===== src/rtl/s38584_pkg.sv =====
// rtl/s38584_pkg.sv - shared state encoding and select-code layout for the s38584 sequencer
package s38584_pkg;

  typedef enum logic [1:0] {IDLE, DRIVE, CAPTURE, EMIT} state_t;

  localparam int SEL_W = 8;

  // Bit positions of each cone select input inside the code byte
  localparam int G6_POS  = 0;
  localparam int G7_POS  = 1;
  localparam int G8_POS  = 2;
  localparam int G9_POS  = 3;
  localparam int G16_POS = 4;
  localparam int G19_POS = 5;
  localparam int G28_POS = 6;
  localparam int G31_POS = 7;

endpackage


===== src/rtl/s38584_sel_table.sv =====
// rtl/s38584_sel_table.sv - select-code table with cleared-on-reset write port and combinational read
module s38584_sel_table
  import s38584_pkg::*;
#(
  parameter int NSEL = 32
) (
  input  logic             clk,
  input  logic             rst_n,
  input  logic             we,
  input  logic [4:0]       wr_addr,
  input  logic [SEL_W-1:0] wr_data,
  input  logic [4:0]       rd_addr,
  output logic [SEL_W-1:0] rd_data
);

  logic [SEL_W-1:0] mem [NSEL];

  always_ff @(posedge clk or negedge rst_n) begin
    if (!rst_n) begin
      for (int i = 0; i < NSEL; i++) mem[i] <= '0;
    end else if (we) begin
      mem[wr_addr] <= wr_data;
    end
  end

  assign rd_data = mem[rd_addr];

endmodule


===== src/rtl/s38584_sel_sequencer.sv =====
// rtl/s38584_sel_sequencer.sv - walks select codes into the s38584 cone, samples n4250, packs words
module s38584_sel_sequencer
  import s38584_pkg::*;
#(
  parameter int NSEL   = 32,
  parameter int WORD_W = 16,
  parameter int SETTLE = 2
) (
  input  logic              CK,
  input  logic              RN,
  input  logic              cfg_we,
  input  logic [4:0]        cfg_addr,
  input  logic [SEL_W-1:0]  cfg_data,
  input  logic [5:0]        len,
  input  logic              start,
  output logic [SEL_W-1:0]  sel_code,
  output logic              g35_en,
  input  logic              cone_bit,
  output logic              out_valid,
  input  logic              out_ready,
  output logic [WORD_W-1:0] out_data,
  output logic              busy,
  output logic              done,
  output logic              err
);

  state_t            state;
  logic [4:0]        idx;
  logic [4:0]        bit_cnt;
  logic [3:0]        settle_cnt;
  logic [5:0]        len_q;
  logic [WORD_W-1:0] shift;

  logic [4:0]        rd_addr;
  logic [SEL_W-1:0]  rd_data;
  logic [WORD_W-1:0] shift_nxt;
  logic              last;
  logic              word_full;
  logic              len_bad;

  // The read port always looks one entry ahead so the next code is ready to register
  assign rd_addr   = (state == IDLE) ? 5'd0 : idx + 5'd1;
  assign shift_nxt = shift | ({{(WORD_W-1){1'b0}}, cone_bit} << bit_cnt);
  assign last      = ({1'b0, idx} == (len_q - 6'd1));
  assign word_full = (({1'b0, bit_cnt} + 6'd1) == 6'(WORD_W));
  assign len_bad   = (len == 6'd0) || (int'(len) > NSEL);

  s38584_sel_table #(.NSEL(NSEL)) u_table (
    .clk     (CK),
    .rst_n   (RN),
    .we      (cfg_we && (state == IDLE)),
    .wr_addr (cfg_addr),
    .wr_data (cfg_data),
    .rd_addr (rd_addr),
    .rd_data (rd_data)
  );

  always_ff @(posedge CK or negedge RN) begin
    if (!RN) begin
      state      <= IDLE;
      idx        <= '0;
      bit_cnt    <= '0;
      settle_cnt <= '0;
      len_q      <= '0;
      shift      <= '0;
      sel_code   <= '0;
      g35_en     <= 1'b0;
      out_valid  <= 1'b0;
      out_data   <= '0;
      busy       <= 1'b0;
      done       <= 1'b0;
      err        <= 1'b0;
    end else begin
      done <= 1'b0;
      err  <= 1'b0;
      case (state)
        IDLE: begin
          sel_code <= '0;
          if (start) begin
            if (len_bad) begin
              err <= 1'b1;
            end else begin
              len_q      <= len;
              idx        <= '0;
              bit_cnt    <= '0;
              settle_cnt <= '0;
              shift      <= '0;
              // A same-cycle write to entry 0 must be seen by this run
              sel_code   <= (cfg_we && cfg_addr == 5'd0) ? cfg_data : rd_data;
              busy       <= 1'b1;
              state      <= DRIVE;
            end
          end
        end
        DRIVE: begin
          if (settle_cnt == 4'(SETTLE - 1)) begin
            settle_cnt <= '0;
            g35_en     <= 1'b1;
            state      <= CAPTURE;
          end else begin
            settle_cnt <= settle_cnt + 4'd1;
          end
        end
        CAPTURE: begin
          g35_en  <= 1'b0;
          shift   <= shift_nxt;
          bit_cnt <= bit_cnt + 5'd1;
          if (word_full || last) begin
            out_valid <= 1'b1;
            out_data  <= shift_nxt;
            state     <= EMIT;
          end else begin
            idx      <= idx + 5'd1;
            sel_code <= rd_data;
            state    <= DRIVE;
          end
        end
        EMIT: begin
          if (out_ready) begin
            out_valid <= 1'b0;
            out_data  <= '0;
            shift     <= '0;
            bit_cnt   <= '0;
            if (last) begin
              sel_code <= '0;
              busy     <= 1'b0;
              done     <= 1'b1;
              state    <= IDLE;
            end else begin
              idx      <= idx + 5'd1;
              sel_code <= rd_data;
              state    <= DRIVE;
            end
          end
        end
        default: state <= IDLE;
      endcase
    end
  end

endmodule


===== config.mk =====
export PLATFORM = sky130hd
export DESIGN_NAME = s38584_sel_sequencer
export DESIGN_NICKNAME = d
export VERILOG_FILES = /design/src/rtl/s38584_pkg.sv /design/src/rtl/s38584_sel_table.sv /design/src/rtl/s38584_sel_sequencer.sv
export SDC_FILE = /design/constraint.sdc
export NUM_CORES = 1
export LEC_CHECK = 0
export ABC_CLOCK_PERIOD_IN_PS = 3290
export CORE_MARGIN = 2
export CORE_UTILIZATION = 49
export DETAILED_ROUTE_END_ITERATION = 6
export GPL_TIMING_DRIVEN = 0
export PLACE_DENSITY = 0.67
export SYNTH_ARGS = -nofsm -noshare
export SYNTH_HDL_FRONTEND = slang
export SYNTH_SLANG_ARGS = --single-unit

===== constraint.sdc =====
create_clock -name CK -period 3.29 [get_ports CK]
set_input_delay 0.8225 -clock CK [delete_from_list [all_inputs] [get_ports CK]]
set_output_delay 0.8225 -clock CK [all_outputs]
set_load 0.03 [all_outputs]

==> results of run 1 <==
==> cells by family (layout without fill, tap and decap cells) <==
| family | Yosys count | after routing |
|---|---|---|
| AOI/OAI and AO/OA | 202 | 202 |
| xor gates and xnor gates | 11 | 11 |
| adders and majority gates | 5 | 5 |
| buffers and inverters | 92 | 213 |
| DFF | 323 | 323 |
| muxes | 341 | 341 |
| and+or+nand+nor | 261 | 261 |
==> state kept, by name, indices dropped and copies added (netlist names) <==
name / count
g35_en: 1
state: 2
sel_code: 8
len_q: 6
done: 1
u_table.mem: 256
bit_cnt: 5
shift: 16
busy: 1
settle_cnt: 4
idx: 5
out_valid: 1
out_data: 16
err: 1
==> timing repair <==
action	4_1_cts	5_1_grt
endpoints found under the setup margin	6	8
gates resized for setup	1	6
setup buffers	0	0
==> stage by stage <==
step / setup WS, ns / cell area, sq um / setup TNS [ns] / hold slack, ns
floorplan: 0.5886 / 15390 / 0 / 0.4633
global placement: -12.57 / 16420 / -4054.76 / 0.4649
detailed placement: -0.2583 / 16510 / -4.211 / 0.4644
CTS: 0.04040 / 17680 / 0 / 0.1987
global route: -0.005480 / 17700 / -0.005480 / 0.2129
finish: 0.03320 / 17700 / 0 / 0.1901
==> cell type report <==
cell class	instances	share of cell area (%)
Sequential cell	323	45.66
Multi-Input combinational cell	820	39.11
Clock buffer	55	6.290
Timing Repair Buffer	56	3.491
Tap cell	396	2.799
Buffer	84	2.141
Clock inverter	10	0.3392
Inverter	8	0.1696
==> worst max-delay path, stage by stage (launching register included) <==
cell	delay, ns
dfrtp_1	0.35
buf_2	0.30
nand3_1	0.19
xor2_1	0.21
clkbuf_1	0.29
nor2_1	0.70
a221oi_1	0.17
or3_1	0.39
a211oi_1	0.44
a21o_1	0.14
==> cells in the final DEF (no fill, tap or decap), drive strengths merged, types with 6 or more instances in the layout <==
| master | instances |
|---|---|
| nor2 | 85 |
| xnor2 | 6 |
| mux2 | 263 |
| a2bb2oi | 12 |
| a21oi | 42 |
| or3 | 14 |
| mux2i | 53 |
| clkdlybuf4s50 | 52 |
| buf | 33 |
| o31a | 6 |
| o22a | 8 |
| o22ai | 31 |
| nand3 | 12 |
| clkbuf | 110 |
| a211oi | 16 |
| o211ai | 13 |
| a21o | 9 |
| dfrtp | 323 |
| o21ai | 34 |
| and3 | 10 |
| inv | 10 |
| a221oi | 6 |
| clkinv | 7 |
| nand2 | 75 |
| nand2b | 14 |
| nor3 | 15 |
| mux4 | 25 |
==> per-layer routing <==
metal / vias to the layer above / GRT usage, %
met5: - / 0
met4: 0 / 8.650
met1: 5528 / 37.01
li1: 4705 / -
met3: 94 / 5.442
met2: 426 / 42.71
==> where the power goes <==
part / internal, mW / switching [mW] / total, mW
logic: 2.07 / 2.67 / 4.73
clock network: 2.34 / 1.63 / 3.97
registers: 4.94 / 0.574 / 5.51
total: 9.34 / 4.87 / 14.2
==> worst paths after layout <==
path,from,end,slack (ns),depth (start not counted)
setup / recovery,idx[0],sel_code[6],0.03,9
hold reg to reg,out_valid,out_valid,0.48,1
min in group CK,out_valid,out_valid,0.48,1
hold / removal,RN,u_table.mem[40],0.19,1
max in group asynchronous,RN,u_table.mem[70],1.43,4
setup reg to reg,idx[0],sel_code[6],0.03,9
==> flow_summary.json, run 1 <==
{
  "synthAdderAreaFrac_pct": 0.4064,
  "critPathMaxFanout": 10,
  "dp.cells": 1687,
  "synth_top_family_by_area": "multiplexers",
  "wirelength_um": 43330,
  "cts.path.max_buffers": 3,
  "cts_hold_buf": 0,
  "drive_above_1_share_pct": 29.87,
  "synth_seq_cells": 323,
  "routed-via-count": 10750,
  "met2_length_um": 19930,
  "top_layer_used": "met4",
  "power_per_cell_area_nw_per_um2": 802.6,
  "dieHeight_um": 181.3,
  "synthTopCellsByArea": "dfrtp_1 53%, mux2_2 19%, mux4_2 3.5%",
  "clock-sinks": 323,
  "synthArstFlopShare_pct": 100.0,
  "wl_met3_um": 3463,
  "drt-initial-drc-count": 968,
  "yosys.cell_count.top_type": "dfrtp_1",
  "slew-limit-headroom_pct": 29.66,
  "ant_nets": 0,
  "finalNetCount": 1359,
  "ys_types": 68,
  "crit_type": "reg2reg",
  "grt_max_degree": 114,
  "placementRows": 64,
  "fin_crit_sh_pct": 98.99,
  "start_util_pct": 50.07,
  "power_mw": 14.21,
  "h-tree-depth": 2,
  "multi_input_area_sq_um": 6924,
  "clk_pin_slew_ns": 0.06,
  "crit_arrival_ns": 3.71,
  "dp_hpwl_um": 29580,
  "fin_util_pct": 57.57,
  "final.min_clock_period_ns": 3.257,
  "yosysSeqAreaShare_pct": 52.50,
  "gp_congestion": 0.9530,
  "avgSynthCellArea_sq_um": 12.47,
  "grt_pass1_wl_um": 66370,
  "synth.largest_area_cell": "dfrtp_1",
  "drt_first_pass_iters": 7,
  "regArea_sq_um": 8083,
  "finalSetupViolCount": 0,
  "first_global_vias": 10830,
  "max_freq_mhz": 307.1,
  "synth_edf_count": 0,
  "overflow": 0,
  "detail_route.wl_per_cell_um": 24.73,
  "cts_tree": "built",
  "fin_skew_ns": 0.02061,
  "area_growth_syn_to_layout_pct": 14.99,
  "max-cap-violations": 0,
  "cts_buffers": 36,
  "route.detailed.drc": 0,
  "grt_usage_pct": 26.80,
  "synth_xor_xnor_area_share_pct": 0.6746,
  "nFillCells": 2558,
  "antenna_found_initial": 1,
  "place.port_buffers": 53,
  "end_kind": "register",
  "ys_warn_count": 0,
  "peakVddDrop_uv": 353.5,
  "outcome": "complete, no violations",
  "synth_top_flop_cell": "dfrtp_1",
  "synth_top_area_share_pct": 52.50,
  "worst_pin_slew_ns": 1.055,
  "ios": 54,
  "viasPerCell": 6.138,
  "synth_fp_nets": 1265,
  "dieArea_sq_um": 32850,
  "critPathLaunchType": "register",
  "synth_compound_area_share_pct": 8.761,
  "synthSimpleGateAreaFrac_pct": 8.656,
  "synth_area_sq_um": 15390,
  "cts-root-buf": "clkbuf_16",
  "hold_path_class": "in2async",
  "netlist_top_cells_count": "323 x dfrtp_1, 260 x mux2_2, 75 x nand2_1",
  "syn_inst": 1235,
  "dieWidth_um": 181.3,
  "required_ns": 3.74,
  "synthMuxAreaShare_pct": 26.37,
  "final_cells": 1752,
  "n_antenna_cell": 0,
  "core_area_sq_um": 30750,
  "hold_viol_final": 0,
  "wl_met1_um": 18450,
  "clkLatencyLatePin_ns": 0.53,
  "slew_violations": 0,
  "p_leak_nw": 8.021
}
No activity file was read; power rests on OpenSTA's default activity.
==> run 2: changes to the inputs <==
- SETUP_SLACK_MARGIN: unset -> 0.3
==> run 2 against run 1 <==
  * Via count up 0.63%
  * Flip-flop and latch count unchanged
  * Critical path depth up 1
  * Global-route usage about the same
  * Count of clock-buffer cells in the layout unchanged
  * Clock power about the same
  * Non-clock buffer count up 1
  * Sequential power about the same
  * Sequential share of layout area down 0.15 points
  * Setup slack better by 0.17 ns
  * Die area unchanged
==> flow_summary.json, run 2 (synthesized netlist as in run 1, its figures left out) <==
{
  "rr_worst_depth": 10,
  "final.min_clock_period_ns": 3.091,
  "drt-initial-drc-count": 976,
  "hold_viol_final": 0,
  "combPwrFrac_pct": 33.5,
  "clock-sinks": 323,
  "swShare_pct": 34.29,
  "crit_type": "reg2reg",
  "grt_usage_pct": 26.82,
  "dp_hpwl_um": 29580,
  "cp_cell_sequence": "ha_2 -> xor2_4 -> buf_6 -> buf_8 -> mux2i_1 -> o22ai_1 -> o22ai_1 -> or3_1 -> a211oi_1 -> a21o_1",
  "max_freq_mhz": 323.5,
  "rr_startpoint": "idx[1]",
  "dieWidth_um": 181.3,
  "fin_crit_sh_pct": 93.95,
  "finalSetupViolCount": 0,
  "ios": 54,
  "final_common_cell": "dfrtp_1",
  "grt_max_degree": 114,
  "start_util_pct": 50.07,
  "p_int_mw": 9.364,
  "detail_route.wl_per_cell_um": 24.76,
  "worst_pin_slew_ns": 1.060,
  "overflow": 0,
  "timing.rr.end": "sel_code[6]",
  "dp_slack_ns": -0.2583,
  "placementRows": 64,
  "cts_buffers": 36,
  "switchingPower_mw": 4.887,
  "top_register": "u_table.mem",
  "first_global_vias": 10840,
  "crit_top_cell": "o22ai_1",
  "n_antenna_cell": 0,
  "finalNetCount": 1360,
  "fin_skew_ns": 0.01600,
  "clkLatencyLatePin_ns": 0.52,
  "cts.path.max_buffers": 3,
  "wirelength_um": 43410,
  "p_seq_share_pct": 38.7,
  "gp_congestion": 0.9530,
  "largest_register_ffs": 256,
  "crit_arrival_ns": 3.55,
  "clk_pin_slew_ns": 0.06,
  "cts_tree": "built",
  "required_ns": 3.74,
  "hold_path_class": "in2async",
  "antenna_found_initial": 1,
  "end_kind": "register",
  "most-common-layout-cells": "323 x dfrtp_1, 260 x mux2_2, 75 x nand2_1",
  "h-tree-depth": 2,
  "peakVddDrop_uv": 336.6,
  "drive_above_1_share_pct": 30.88,
  "p_leak_nw": 8.054,
  "ant_nets": 0,
  "critPathMaxStageDelay_ns": 0.46,
  "reg_top3": "u_table.mem: 256 flops, out_data: 16 flops, shift: 16 flops",
  "route.detailed.drc": 0,
  "core_area_sq_um": 30750,
  "power_per_cell_area_nw_per_um2": 802.3,
  "routed-via-count": 10820,
  "cts-root-buf": "clkbuf_16",
  "power_mw": 14.25,
  "reg2reg_slack_ns": 0.20,
  "fin_ws_ns": 0.1991,
  "rsz0062_at_grt": "yes",
  "grt_pass1_wl_um": 66410,
  "slew-limit-headroom_pct": 29.34,
  "slew_violations": 0,
  "dieHeight_um": 181.3,
  "critPathMaxFanout": 10,
  "critPathLaunchType": "register",
  "area_growth_syn_to_layout_pct": 15.39,
  "viasPerCell": 6.173,
  "slowest_stage": "a211oi_1",
  "max-cap-violations": 0,
  "p_clk_share_pct": 27.8,
  "dieArea_sq_um": 32850,
  "drt_first_pass_iters": 6,
  "outcome": "complete, no violations",
  "place.port_buffers": 53
}
-- run 2: cell count changes in the layout (fill, tap and decap cells not counted), sizes merged --
cell,previous run,this run
buf,33,31
clkbuf,110,113
-- run 2: per-stage QoR --
stage / setup TNS (ns) / instances / hold slack (ns) / utilization (%) / instance area [sq um]
finish: 0 / 1753 / 0.1878 / 57.77 / 17760
global route: 0 / 1753 / 0.2129 / 57.77 / 17760
CTS: 0 / 1752 / 0.1987 / 57.59 / 17710
detailed placement: -4.211 / 1687 / 0.4644 / 53.69 / 16510
global placement: -4054.76 / 1684 / 0.4649 / 53.40 / 16420
floorplan: 0 / 1235 / 0.4633 / - / 15390
-- run 2: worst max-delay path, delay by kind of cell (launching register included) --
kind,cells,cell delay (ns)
XOR/XNOR,1,0.35
AO/OA/AOI/OAI,4,1.02
AND/OR/NAND/NOR,1,0.34
buffers and inverters,2,0.44
flip-flops,1,0.44
multiplexers,1,0.10
adder cells (fa/ha/maj),1,0.32
-- run 2: how the worst max path moves through the flow --
stage | startpoint | to | slack [ns] | depth (start not counted)
4_1_cts | idx[1] | sel_code[6] | 0.25 | 10
6_report | idx[1] | sel_code[6] | 0.20 | 10
3_5_place_dp | len[3] | shift[13] | -0.26 | 9
5_1_grt | idx[1] | sel_code[6] | 0.13 | 10
3_3_place_gp | RN | u_table.mem[104] | -12.57 | 1
2_1_floorplan | len[0] | shift[10] | 0.59 | 8
-- run 2: cell type report --
class | count | area, sq um
well taps | 396 | 495.5
multi-input cells | 820 | 6958
clock buffers | 55 | 1114
clock inverters | 10 | 60.06
plain buffers | 84 | 397.9
repair buffers | 57 | 625.6
fillers | 2548 | 12990
flip-flops and latches | 323 | 8083
inverters | 8 | 30.03
-- run 2: power by group through the flow --
| stage | clock (mW) | combinational, mW | sequential, mW |
|---|---|---|---|
| floorplan | 0 | 3.09 | 5.51 |
| global placement | 0 | 4.54 | 5.52 |
| detailed placement | 0 | 4.63 | 5.55 |
| CTS | 4.02 | 4.67 | 5.49 |
| global route | 4.20 | 5.09 | 5.63 |
| finish | 3.96 | 4.78 | 5.51 |
-- run 2: repair_timing --
item	4_1_cts	5_1_grt
gates resized for setup	8	19
hold buffers	0	0
setup buffers	0	1
endpoints found under the setup margin	26	82
-- run 2: per-layer routing --
metal	vias up	global-route usage [%]	wire (um)
li1	4713	-	-
met1	5557	37.02	18600
met2	455	42.74	19850
met3	96	5.442	3411
met4	0	8.650	1552
met5	-	0	0
==> run 3: changes to the inputs <==
- SKIP_CTS_REPAIR_TIMING: unset -> 1
==> run 3 against run 2 <==
  * Non-clock buffer count rose by 2
  * Setup slack improved by 0.043 ns
  * Sequential share of layout area about the same
  * Critical path type unchanged
  * Largest power group unchanged
  * Cell count increased by 0.11%
  * Hold slack gained 0.0019 ns
==> flow_summary.json, run 3 (synthesized netlist as in run 1, its figures left out) <==
{
  "critPathLaunchType": "register",
  "clkLatencyLatePin_ns": 0.53,
  "drive_above_1_share_pct": 30.83,
  "final.min_clock_period_ns": 3.048,
  "final_cells": 1755,
  "crit_type": "reg2reg",
  "fin_crit_sh_pct": 92.63,
  "max_freq_mhz": 328.1,
  "rr_worst_depth": 6,
  "detail_route.wl_per_cell_um": 24.74,
  "tns_ns": 0,
  "hold_path_class": "in2async",
  "p_leak_nw": 8.053,
  "dieWidth_um": 181.3,
  "drt-initial-drc-count": 1000,
  "grt_usage_pct": 26.80,
  "reg2reg_slack_ns": 0.24,
  "dp_slack_ns": -0.2583,
  "fin_skew_ns": 0.01792,
  "grt_pass1_wl_um": 66350,
  "dp_hpwl_um": 29580,
  "crit_arrival_ns": 3.45,
  "max-cap-violations": 0,
  "cts-root-buf": "clkbuf_16",
  "area_growth_syn_to_layout_pct": 15.35,
  "dp.cells": 1687,
  "cts_buffers": 36,
  "clock-sinks": 323,
  "routed-via-count": 10800,
  "most-common-layout-cells": "323 x dfrtp_1, 260 x mux2_2, 75 x nand2_1",
  "rsz0062_at_grt": "yes",
  "n_antenna_cell": 0,
  "worst_pin_slew_ns": 1.030,
  "finalNetCount": 1362,
  "route.detailed.drc": 0,
  "ant_nets": 0,
  "critPathMaxFanout": 10,
  "antenna_found_initial": 0,
  "h-tree-depth": 2,
  "place.port_buffers": 53,
  "fin_ws_ns": 0.2424,
  "crit_top_cell": "buf_2",
  "wirelength_um": 43420,
  "fin_hold_ws_ns": 0.1896,
  "cts.path.max_buffers": 3,
  "hold_viol_final": 0,
  "first_global_vias": 10830,
  "slew-limit-headroom_pct": 31.35,
  "reg_top3": "u_table.mem: 256 flops, out_data: 16 flops, shift: 16 flops",
  "finalSetupViolCount": 0,
  "timing.rr.end": "u_table.mem[192]",
  "cts_tree": "built",
  "clk_pin_slew_ns": 0.06,
  "power_mw": 14.24,
  "peakVddDrop_uv": 354.7,
  "power_per_cell_area_nw_per_um2": 801.8,
  "end_kind": "register",
  "slew_violations": 0,
  "cp_cell_sequence": "nor2_1 -> buf_2 -> buf_2 -> nand4_1 -> nor2_2 -> mux2_2",
  "critPathMaxStageDelay_ns": 0.72,
  "crit_start": "state[1]",
  "drt_first_pass_iters": 5,
  "final_common_cell": "dfrtp_1",
  "grt_max_degree": 114,
  "start_util_pct": 50.07,
  "rr_startpoint": "state[1]",
  "slowest_stage": "nor2_2",
  "ios": 54,
  "dieHeight_um": 181.3,
  "overflow": 0,
  "critPathBufInv": 2,
  "outcome": "complete, no violations",
  "required_ns": 3.69,
  "placementRows": 64,
  "viasPerCell": 6.152,
  "largest_register_ffs": 256,
  "gp_congestion": 0.9530,
  "dieArea_sq_um": 32850,
  "core_area_sq_um": 30750,
  "top_register": "u_table.mem",
  "crit_family": "simple AND/OR/NAND/NOR gates"
}
-- run 3: stage by stage --
step	utilization [%]	cell area (sq um)
floorplan	-	15390
global placement	53.40	16420
detailed placement	53.69	16510
CTS	57.50	17680
global route	57.75	17760
finish	57.75	17760
-- run 3: power by group --
group | internal (mW) | total [mW] | switching (mW)
registers | 4.94 | 5.51 | 0.574
logic | 2.09 | 4.76 | 2.68
clock network | 2.34 | 3.97 | 1.63
-- run 3: per-layer routing --
layer	global-route usage, %	share of wire [%]	vias to the layer above
met5	0	0	-
met4	8.911	3.5	0
met3	5.503	7.7	90
met2	42.51	46	415
met1	37.04	43	5571
li1	-	-	4721
-- run 3: cell type report --
cell class	instances	area [sq um]
Buffer	84	396.6
Clock buffer	55	1114
Clock inverter	10	60.06
Fill cell	2554	12990
Inverter	8	30.03
Multi-Input combinational cell	820	6939
Sequential cell	323	8083
Tap cell	396	495.5
Timing Repair Buffer	59	640.6
-- run 3: worst max path at each step --
stage	endpoint	slack, ns	cells after the start
finish	u_table.mem[192]	0.24	6
global route	u_table.mem[199]	0.15	6
CTS	sel_code[6]	-0.21	9
detailed placement	shift[13]	-0.26	9
global placement	u_table.mem[104]	-12.57	1
floorplan	shift[10]	0.59	8
